[src/rtl/alu74181_slice_seq_if.sv]
// Operand/result bus for the sequential 74181 ALU.
// ALU_ACC_EN adds the acc select that takes operand A from the result register.
interface alu74181_slice_seq_if #(
  parameter int unsigned WIDTH = 16
);
  logic             start;
  logic [WIDTH-1:0] a;
  logic [WIDTH-1:0] b;
  logic [3:0]       s;
  logic             m;
  logic             cn_n;
`ifdef ALU_ACC_EN
  logic             acc;
`endif
  logic             busy;
  logic             done;
  logic [WIDTH-1:0] f;
  logic             eq;
  logic             cout_n;
  logic             p_n;
  logic             g_n;

  modport master (
    output start, a, b, s, m, cn_n,
`ifdef ALU_ACC_EN
    output acc,
`endif
    input  busy, done, f, eq, cout_n, p_n, g_n
  );

  modport slave (
    input  start, a, b, s, m, cn_n,
`ifdef ALU_ACC_EN
    input  acc,
`endif
    output busy, done, f, eq, cout_n, p_n, g_n
  );
endinterface

[src/rtl/alu74181_slice_seq.sv]
// Sequential 74181-function ALU: LANES 4-bit slices per clock, LSB first, registered ripple carry.
// Optional ALU_ACC_EN: start with acc=1 takes operand A from the current f register.
module alu74181_slice_seq #(
  parameter int unsigned WIDTH = 16,
  parameter int unsigned LANES = 1
) (
  input  logic                clk,
  input  logic                rst,
  alu74181_slice_seq_if.slave bus
);
  localparam int unsigned STEP = 4 * LANES;
  localparam int unsigned NCYC = WIDTH / STEP;
  localparam int unsigned IW   = $clog2(NCYC + 1);

  localparam logic [0:0] IDLE = 1'b0;
  localparam logic [0:0] RUN  = 1'b1;

  logic [0:0]       state_q, state_d;
  logic [IW-1:0]    idx_q, idx_d;
  logic [WIDTH-1:0] a_q, a_d, b_q, b_d, fw_q, fw_d;
  logic [3:0]       s_q, s_d;
  logic             m_q, m_d;
  logic             carry_q, carry_d;   // active-low, same sense as cn_n
  logic             pw_q, pw_d, gw_q, gw_d, ew_q, ew_d;
  logic             busy_q, busy_d, done_q, done_d;
  logic [WIDTH-1:0] f_q, f_d;
  logic             eq_q, eq_d, cout_n_q, cout_n_d, p_n_q, p_n_d, g_n_q, g_n_d;

  logic [STEP-1:0]  lane_f;
  logic             lane_c, lane_p, lane_g, lane_eq;

  // Evaluate the current LANES slices from the low end of the shifting operand registers.
  always_comb begin : slice_eval
    logic       c;
    logic       sg;
    logic [3:0] a4, b4, u, v, f4;
    c       = ~carry_q;
    sg      = 1'b0;
    a4      = '0;
    b4      = '0;
    u       = '0;
    v       = '0;
    f4      = '0;
    lane_f  = '0;
    lane_p  = pw_q;
    lane_g  = gw_q;
    lane_eq = ew_q;
    for (int unsigned j = 0; j < LANES; j++) begin
      a4 = a_q[4*j +: 4];
      b4 = b_q[4*j +: 4];
      u  = a4 | (b4 & {4{s_q[0]}}) | (~b4 & {4{s_q[1]}});
      v  = (a4 & ~b4 & {4{s_q[2]}}) | (a4 & b4 & {4{s_q[3]}});
      sg = 1'b0;
      for (int unsigned i = 0; i < 4; i++) begin
        f4[i] = m_q ? ~(u[i] ^ v[i]) : (u[i] ^ v[i] ^ c);
        c     = v[i] | (u[i] & c);
        sg    = v[i] | (u[i] & sg);
      end
      lane_f[4*j +: 4] = f4;
      lane_eq = lane_eq & (&f4);
      lane_g  = sg | ((&u) & lane_g);
      lane_p  = lane_p & (&u);
    end
    lane_c = c;
  end

  always_comb begin : fsm_next
    state_d  = state_q;
    idx_d    = idx_q;
    a_d      = a_q;
    b_d      = b_q;
    fw_d     = fw_q;
    s_d      = s_q;
    m_d      = m_q;
    carry_d  = carry_q;
    pw_d     = pw_q;
    gw_d     = gw_q;
    ew_d     = ew_q;
    busy_d   = busy_q;
    done_d   = 1'b0;
    f_d      = f_q;
    eq_d     = eq_q;
    cout_n_d = cout_n_q;
    p_n_d    = p_n_q;
    g_n_d    = g_n_q;
    case (state_q)
      IDLE: begin
        if (bus.start) begin
`ifdef ALU_ACC_EN
          a_d = bus.acc ? f_q : bus.a;
`else
          a_d = bus.a;
`endif
          b_d     = bus.b;
          s_d     = bus.s;
          m_d     = bus.m;
          carry_d = bus.cn_n;
          idx_d   = '0;
          fw_d    = '0;
          pw_d    = 1'b1;
          gw_d    = 1'b0;
          ew_d    = 1'b1;
          busy_d  = 1'b1;
          state_d = RUN;
        end
      end
      RUN: begin
        if (idx_q == IW'(NCYC)) begin
          // All slices done: publish the word and its flags together.
          f_d      = fw_q;
          eq_d     = ew_q;
          cout_n_d = carry_q;
          p_n_d    = ~pw_q;
          g_n_d    = ~gw_q;
          busy_d   = 1'b0;
          done_d   = 1'b1;
          state_d  = IDLE;
        end else begin
          a_d     = a_q >> STEP;
          b_d     = b_q >> STEP;
          fw_d    = (fw_q >> STEP) | (WIDTH'(lane_f) << (WIDTH - STEP));
          carry_d = ~lane_c;
          pw_d    = lane_p;
          gw_d    = lane_g;
          ew_d    = lane_eq;
          idx_d   = idx_q + IW'(1);
        end
      end
      default: state_d = IDLE;
    endcase
  end

  always_ff @(posedge clk or posedge rst) begin
    if (rst) begin
      state_q  <= IDLE;
      idx_q    <= '0;
      a_q      <= '0;
      b_q      <= '0;
      fw_q     <= '0;
      s_q      <= '0;
      m_q      <= 1'b0;
      carry_q  <= 1'b0;
      pw_q     <= 1'b0;
      gw_q     <= 1'b0;
      ew_q     <= 1'b0;
      busy_q   <= 1'b0;
      done_q   <= 1'b0;
      f_q      <= '0;
      eq_q     <= 1'b0;
      cout_n_q <= 1'b1;
      p_n_q    <= 1'b1;
      g_n_q    <= 1'b1;
    end else begin
      state_q  <= state_d;
      idx_q    <= idx_d;
      a_q      <= a_d;
      b_q      <= b_d;
      fw_q     <= fw_d;
      s_q      <= s_d;
      m_q      <= m_d;
      carry_q  <= carry_d;
      pw_q     <= pw_d;
      gw_q     <= gw_d;
      ew_q     <= ew_d;
      busy_q   <= busy_d;
      done_q   <= done_d;
      f_q      <= f_d;
      eq_q     <= eq_d;
      cout_n_q <= cout_n_d;
      p_n_q    <= p_n_d;
      g_n_q    <= g_n_d;
    end
  end

  assign bus.busy   = busy_q;
  assign bus.done   = done_q;
  assign bus.f      = f_q;
  assign bus.eq     = eq_q;
  assign bus.cout_n = cout_n_q;
  assign bus.p_n    = p_n_q;
  assign bus.g_n    = g_n_q;
endmodule

[src/flat_wrapper.sv]
// flat-port wrapper written by rule: the top's interface ports become plain ports
module alu74181_slice_seq_flat 
#(
  parameter int unsigned WIDTH = 16,
  parameter int unsigned LANES = 1
)
  (clk, rst, bus_start, bus_a, bus_b, bus_s, bus_m, bus_cn_n, bus_busy, bus_done, bus_f, bus_eq, bus_cout_n, bus_p_n, bus_g_n);
  alu74181_slice_seq_if #(.WIDTH(WIDTH)) bus_i ();
  input  logic clk;
  input  logic rst;
  input wire logic [$bits(bus_i.start)-1:0] bus_start;
  input wire logic [$bits(bus_i.a)-1:0] bus_a;
  input wire logic [$bits(bus_i.b)-1:0] bus_b;
  input wire logic [$bits(bus_i.s)-1:0] bus_s;
  input wire logic [$bits(bus_i.m)-1:0] bus_m;
  input wire logic [$bits(bus_i.cn_n)-1:0] bus_cn_n;
  output wire logic [$bits(bus_i.busy)-1:0] bus_busy;
  output wire logic [$bits(bus_i.done)-1:0] bus_done;
  output wire logic [$bits(bus_i.f)-1:0] bus_f;
  output wire logic [$bits(bus_i.eq)-1:0] bus_eq;
  output wire logic [$bits(bus_i.cout_n)-1:0] bus_cout_n;
  output wire logic [$bits(bus_i.p_n)-1:0] bus_p_n;
  output wire logic [$bits(bus_i.g_n)-1:0] bus_g_n;
  assign bus_i.start = bus_start;
  assign bus_i.a = bus_a;
  assign bus_i.b = bus_b;
  assign bus_i.s = bus_s;
  assign bus_i.m = bus_m;
  assign bus_i.cn_n = bus_cn_n;
  assign bus_busy = bus_i.busy;
  assign bus_done = bus_i.done;
  assign bus_f = bus_i.f;
  assign bus_eq = bus_i.eq;
  assign bus_cout_n = bus_i.cout_n;
  assign bus_p_n = bus_i.p_n;
  assign bus_g_n = bus_i.g_n;
  alu74181_slice_seq #(.WIDTH(WIDTH), .LANES(LANES)) u_core (.clk(clk), .rst(rst), .bus(bus_i));
endmodule
[config.mk]
export PLATFORM = sky130hd
export DESIGN_NAME = alu74181_slice_seq_flat
export DESIGN_NICKNAME = d
export VERILOG_FILES = /design/src/rtl/alu74181_slice_seq_if.sv /design/src/rtl/alu74181_slice_seq.sv /design/src/flat_wrapper.sv
export SDC_FILE = /design/constraint.sdc
export NUM_CORES = 1
export LEC_CHECK = 0
export BUFFER_PORTS_ARGS = -buffer_cell sky130_fd_sc_hd__buf_2
export CAP_MARGIN = 40
export CORE_ASPECT_RATIO = 1.75
export CORE_UTILIZATION = 35
export CTS_BUF_LIST = sky130_fd_sc_hd__clkbuf_4
export CTS_CLUSTER_DIAMETER = 40
export DETAILED_ROUTE_END_ITERATION = 16
export GPL_ROUTABILITY_DRIVEN = 1
export SKIP_LAST_GASP = 1
export SLEW_MARGIN = 20
export SYNTH_ARGS = -nofsm -noshare
export SYNTH_HDL_FRONTEND = slang
export SYNTH_SLANG_ARGS = --single-unit
export TNS_END_PERCENT = 50
[constraint.sdc]
create_clock -name clk -period 3.5 [get_ports clk]
set_clock_uncertainty 0.2 [all_clocks]
set_input_delay 0.35 -clock clk [delete_from_list [all_inputs] [get_ports clk]]
set_output_delay 0.35 -clock clk [all_outputs]
set_load 0.03 [all_outputs]
Word level (Yosys, flattened, before mapping). Cells that the tools add are included.

Register bits after elaboration: 83. Input bits: 41. Logic and storage cells: 109. Output and inout port bits: 22.

Reductions and logical operators: 6. Bitwise logic cells: 46. Multiplexer cells: 34. $add $sub $neg: 1. Equal/unequal tests: 4.

Operators with widths (number): 2-to-1 mux 16 bit (6); one-hot mux 16 bit (2 select lines) (3); AND 4 bit (6); 2-to-1 mux 1 bit (16); bitwise OR 12 x 16 -> 16 bit (1); bitwise OR 4 bit (3); one-hot mux 1 bit (2 select lines) (6); AND 1 bit (10); inverter 1 bit (9); bitwise OR 1 bit (8); AND reduction 2 bit (4); AND reduction 4 bit (2); XOR 1 bit (8); 2-to-1 mux 3 bit (2); != test 2 bit, second input constant (3); one-hot mux 3 bit (2 select lines) (1); inverter 4 bit (1); adder 3 x 1 -> 3 bit, second input constant (1); == test 3 bit, second input constant (1).

Logic depth before layout (Yosys ltp).
Depth after elaboration: 15. Mapped depth: 8. Mapped depth without buffers: 7.

Least setup slack after synthesis. OpenSTA, ideal clock, no wires.

Path kind: reg-to-reg. Start point: register u_core.s_q[0]. End point: register u_core.ew_q. Path slack: 1.619 ns. Clock period less this slack: 1.881 ns. Data required time: 3.171 ns. Library setup time: 0.129 ns. Stages on the path, launching flop included: 6. Buffers on the path: 1. Arrival time: 1.552 ns. Cells stage by stage: dfrtp_1 buf_2 mux4_2 nor2b_2 a221oi_1 o41ai_2.

Word-level cells in the longest chain between the ends: 15. Elaborated cells on any way between the ends: 29. Classes of those cells: mux (6); bitwise (22); reduce/logical (1).

Ends and longest elaborated chain: start, declared (line alu74181_slice_seq.sv:21) `logic [3:0] s_q, s_d;`; start signal, assigned (line alu74181_slice_seq.sv:140) `s_q <= '0;`; start signal, assigned (line alu74181_slice_seq.sv:159) `s_q <= s_d;`; AND 4 bit * (line alu74181_slice_seq.sv:51) `u = a4 | (b4 & {4{s_q[0]}}) | (~b4 & {4{s_q[1]}});`; bitwise OR 4 bit * (2 in series) (line alu74181_slice_seq.sv:51); AND 1 bit (line alu74181_slice_seq.sv:56) `c = v[i] | (u[i] & c);`; bitwise OR 1 bit (line alu74181_slice_seq.sv:56); AND 1 bit (line alu74181_slice_seq.sv:56); bitwise OR 1 bit (line alu74181_slice_seq.sv:56); AND 1 bit (line alu74181_slice_seq.sv:56); bitwise OR 1 bit (line alu74181_slice_seq.sv:56); XOR 1 bit (line alu74181_slice_seq.sv:55) `f4[i] = m_q ? ~(u[i] ^ v[i]) : (u[i] ^ v[i] ^ c);`; 2-to-1 mux 1 bit (line alu74181_slice_seq.sv:55); AND reduction 4 bit * (line alu74181_slice_seq.sv:60) `lane_eq = lane_eq & (&f4);`; AND 1 bit * (line alu74181_slice_seq.sv:60); 2-to-1 mux 1 bit * (line alu74181_slice_seq.sv:108) `if (idx_q == IW'(NCYC)) begin`; one-hot mux 1 bit (2 select lines) * (line alu74181_slice_seq.sv:86) `case (state_q)`; end signal, assigned (line alu74181_slice_seq.sv:164) `ew_q <= ew_d;`; end, declared (line alu74181_slice_seq.sv:24) `logic pw_q, pw_d, gw_q, gw_d, ew_q, ew_d;`.

Mark *: on every way between the ends. The rest lies on a longest branch, timed or not. The select of a mux whose other input is x is not followed. A chain may end at the register's enable or synchronous reset.

Worst setup path in the final report.
Start point: register u_core.state_q. End point: register u_core.a_q[3].

Word-level cells in the longest chain between the ends: 3. Elaborated cells on any way between the ends: 5. Classes of those cells: eq/ne (2); mux (1); bitwise (1); reduce/logical (1).

Ends and longest elaborated chain: start, declared (line alu74181_slice_seq.sv:18) `logic [0:0] state_q, state_d;`; start signal, assigned (line alu74181_slice_seq.sv:154) `state_q <= state_d;`; inverter 1 bit (no source line); != test 2 bit (no source line); AND reduction 2 bit (no source line); end signal, assigned (line alu74181_slice_seq.sv:137) `a_q <= '0;`; end signal, assigned (line alu74181_slice_seq.sv:156) `a_q <= a_d;`; end, declared (line alu74181_slice_seq.sv:20) `logic [WIDTH-1:0] a_q, a_d, b_q, b_d, fw_q, fw_d;`.

Parallel ways exist; a longest one is shown, timed or not.

==> results by group <==
CTS
  • CTS tree: done
  • Root buf cell: clkbuf_4
  • Clock buffer depth: 2
  • Clock-pin transition on the worst setup and hold timing paths: 0.13 ns
  • Clock Latency Late Sink: 0.45 ns
  • CTS buffer count: 9
  • Clk sinks: 83
  • H-Tree Level Count: 3

Route
  • Vias post-DR: 2,937
  • Detailed Routing Iterations Pass 1: 4
  • Wire length per cell: 14.6 um
  • DR vias/cell: 4.99
  • Total routed wirelength: 8.58 mm
  • DRC: 0
  • Iteration-0 DRC Markers: 104
  • Final ANT Viol Nets: 0

STA
  • RSZ-0062 raised after global routing: false
  • Worst Max-Slew Pin Slew: 0.671 ns
  • Fmax: 0.478 GHz
  • Minimum clock period: 2.09 ns
  • Final setup violating endpoints: 0
  • Final Max Slew Viols: 0
  • Tcrit/Tclk final: 59.8%
  • Hold Vio Cnt, Final: 0
  • Max_slew headroom: 54.7%
  • Hold WS: 0.0151 ns
  • Final TNS setup: 0 ns

Finish
  • Final net count: 500
  • N_diodes: 0
  • Synth-to-Final Area Change: 26.7%
  • Layout cell share with drive strength beyond 1: 25.3%
  • Fill count: 970
  • Final core utilization: 45.5%

Synthesis
  • Synth top area share: 54.1%
  • Asr flop ratio synth: 100%
  • Seq cells post-synth: 83
  • Post-synth EDFFs: 0
  • Synthesized instance count: 362
  • Synth Warn #: 0
  • Synth Net Count: 405
  • Post-synth top area cell: dfrtp_1
  • Syn Std Cell Area: 3700 um2
  • Post-synth top flop: dfrtp_1
  • Commonest cells in the netlist: dfrtp_1 (80), nand2_1 (66), nor2_1 (42)
  • Syn Area/Cell: 10.2 um2
  • Sequential-to-total area share from yosys stat: 56.3%
  • Netlist cell types: 45
  • Top-count cell post-synth: dfrtp_1
  • Top post-synthesis cells by area: dfrtp_1 (54%), nand2_1 (6.7%), mux2_2 (5.2%)

Min path
  • Hold WC Path Type: primary input to flip-flop

Die
  • Core area: 10,300 um2
  • Width of the die: 79.7 um
  • Number of top-level pins: 63
  • Die Span Y: 138 um
  • Initial Utilization: 35.9%
  • # rows: 49
  • Die area: 11,000 um2

Place
  • GPL Wtd Cong: 0.917
  • Detailed Place HPWL: 5.91 mm
  • IO Port Bufs: 62

Global routing
  • Global-route wire length before repair: 14.4 mm
  • Largest net degree at the start of global routing: 46
  • Vias in the first global route: 3,056
  • GRT Total Usage: 17.6%
  • Antenna violations before repair: 0
  • Remaining Overflow, GRT: 0

Worst setup path
  • Worst path bufs/invs: 1
  • CP max FO: 21
  • Max incr delay on CP: 0.74 ns
  • FF-to-FF setup slack: 1.41 ns
  • WS Path Type: flip-flop to flip-flop
  • CP Launch Point: u_core.state_q$_DFF_PP0_
  • CP dominant cell by count: nand2_1
  • CP Depth: 5
  • FF-to-FF End: u_core.a_q[3]$_DFFE_PP0P_
  • Required @ worst endpoint: 3.68 ns
  • Critical-path top delay cell: dfrtp_1
  • Worst Path Arrival: 2.27 ns
  • Worst setup EP type: flip-flop
  • Cell family with most CP delay: flip-flops
  • Worst setup SP type: flip-flop
  • Worst path cell trace: nand2_1 -> nand2_1 -> buf_4 -> nor2_1 -> a21oi_1
  • Depth of the most critical reg-to-reg path: 5
  • Critical Path End: u_core.a_q[3]$_DFFE_PP0P_
  • Worst reg2reg startpoint: u_core.state_q$_DFF_PP0_

Power and ir drop
  • Peak VDD IR: 0.000439 V
  • Pleak: 2.26 nW
  • Power Density: 963 nW/um2

Status
  • Status: complete, no violations

Job
  • Max_cap viols: 0
## where the power goes
| part | internal [mW] | total (mW) | switching [mW] |
|---|---|---|---|
| Combinational | 0.847 | 2.03 | 1.19 |
| Clock | 0.360 | 0.698 | 0.339 |
| Sequential | 1.41 | 1.78 | 0.368 |
## per-stage QoR
step           instances  setup slack, ns  cell area, um2  power (mW)
5_1_grt              589             1.20            4690        4.88
4_1_cts              589             1.37            4690        4.56
3_3_place_gp         538             1.45            4140        3.76
3_5_place_dp         539             1.40            4160        3.84
6_report             589             1.41            4690        4.51
2_1_floorplan        362            0.818            3700        3.28
## cells by family (layout without fill, tap and decap cells)
logic type / count (synthesis) / count (layout) / share of synthesized area, %
xor+xnor: 5 / 5 / 1.18
compound gates: 68 / 68 / 11.5
buf+inv: 28 / 128 / 3.01
simple gates: 144 / 144 / 16.8
mux: 32 / 32 / 10.6
flops: 83 / 83 / 56.3
fa+ha+maj: 2 / 2 / 0.676
## repair_timing
item / in CTS / in global routing
hold buffers: 34 / 0
endpoints found under the hold margin: 57 / 0
gates resized for setup: 0 / 0
buffers inserted: 0 / 0
## worst min-delay path by stage
stage | end | from | cells past startpoint | slack, ns
after floorplan | u_core.bus.p_n$_DFFE_PP1P_ | u_core.pw_q$_DFFE_PP0P_ | 1 | 0.21
after global placement | u_core.bus.p_n$_DFFE_PP1P_ | u_core.pw_q$_DFFE_PP0P_ | 1 | 0.22
after detailed placement | u_core.fw_q[11]$_DFFE_PP0P_ | rst | 2 | 0.18
after CTS | u_core.a_q[6]$_DFFE_PP0P_ | bus_a[6] | 3 | 0.009
after global routing | u_core.a_q[6]$_DFFE_PP0P_ | bus_a[6] | 3 | 0.02
final | u_core.a_q[2]$_DFFE_PP0P_ | bus_a[2] | 3 | 0.02
## per-layer routing
layer	up-vias	GRT usage (%)	share of wire [%]
met3	17	3.49	3.0
met2	64	32.5	54
met4	0	8.99	3.2
met1	1416	18.4	40
met5	-	0	0
li1	1440	-	-
## final cells by class
type                            count  area, um2  share of cell area (%)
Clock buffer                        9       67.6                    1.44
Clock inverter                      7        116                    2.48
Inverter                            8       31.3                   0.667
Multi-Input combinational cell    251       1510                    32.2
Sequential cell                    83       2080                    44.4
Tap cell                          127        159                    3.39
Timing Repair Buffer              104        723                    15.4
## tightest hold or removal path: stages
cell	delay, ns
buf_2	0.09
mux2i_1	0.05
a21oi_1	0.13
## cells in the final DEF (no fill, tap or decap), types with 2 or more instances in the layout
cell type,Yosys,routed
a211oi_1,4,4
o21bai_1,2,2
inv_1,8,7
nor2b_1,7,7
dfstp_2,3,3
xnor2_1,2,2
nand3_1,18,18
mux4_1,2,2
mux2_2,17,17
clkbuf_4,0,9
nor2_1,42,42
o22ai_1,16,16
nand2_1,66,66
xor2_1,3,3
bufinv_16,0,3
buf_2,5,62
o21ai_0,21,21
mux2i_1,11,11
buf_4,0,7
a21oi_1,13,13
ha_1,2,2
dlygate4sd3_1,0,34
clkinv_2,0,3
dfrtp_1,80,80
## registers in the layout (all words and copies together) (netlist names)
signal             cells
u_core.state_q         1
u_core.carry_q         1
u_core.bus.g_n         1
u_core.bus.cout_n      1
u_core.bus.eq          1
u_core.gw_q            1
u_core.bus.busy        1
u_core.pw_q            1
u_core.idx_q           3
u_core.bus.f          16
u_core.m_q             1
u_core.b_q            16
u_core.a_q            16
u_core.ew_q            1
u_core.s_q             4
u_core.bus.p_n         1
u_core.fw_q           16
u_core.bus.done        1
Note: power is estimated with default switching activity, not from simulation.
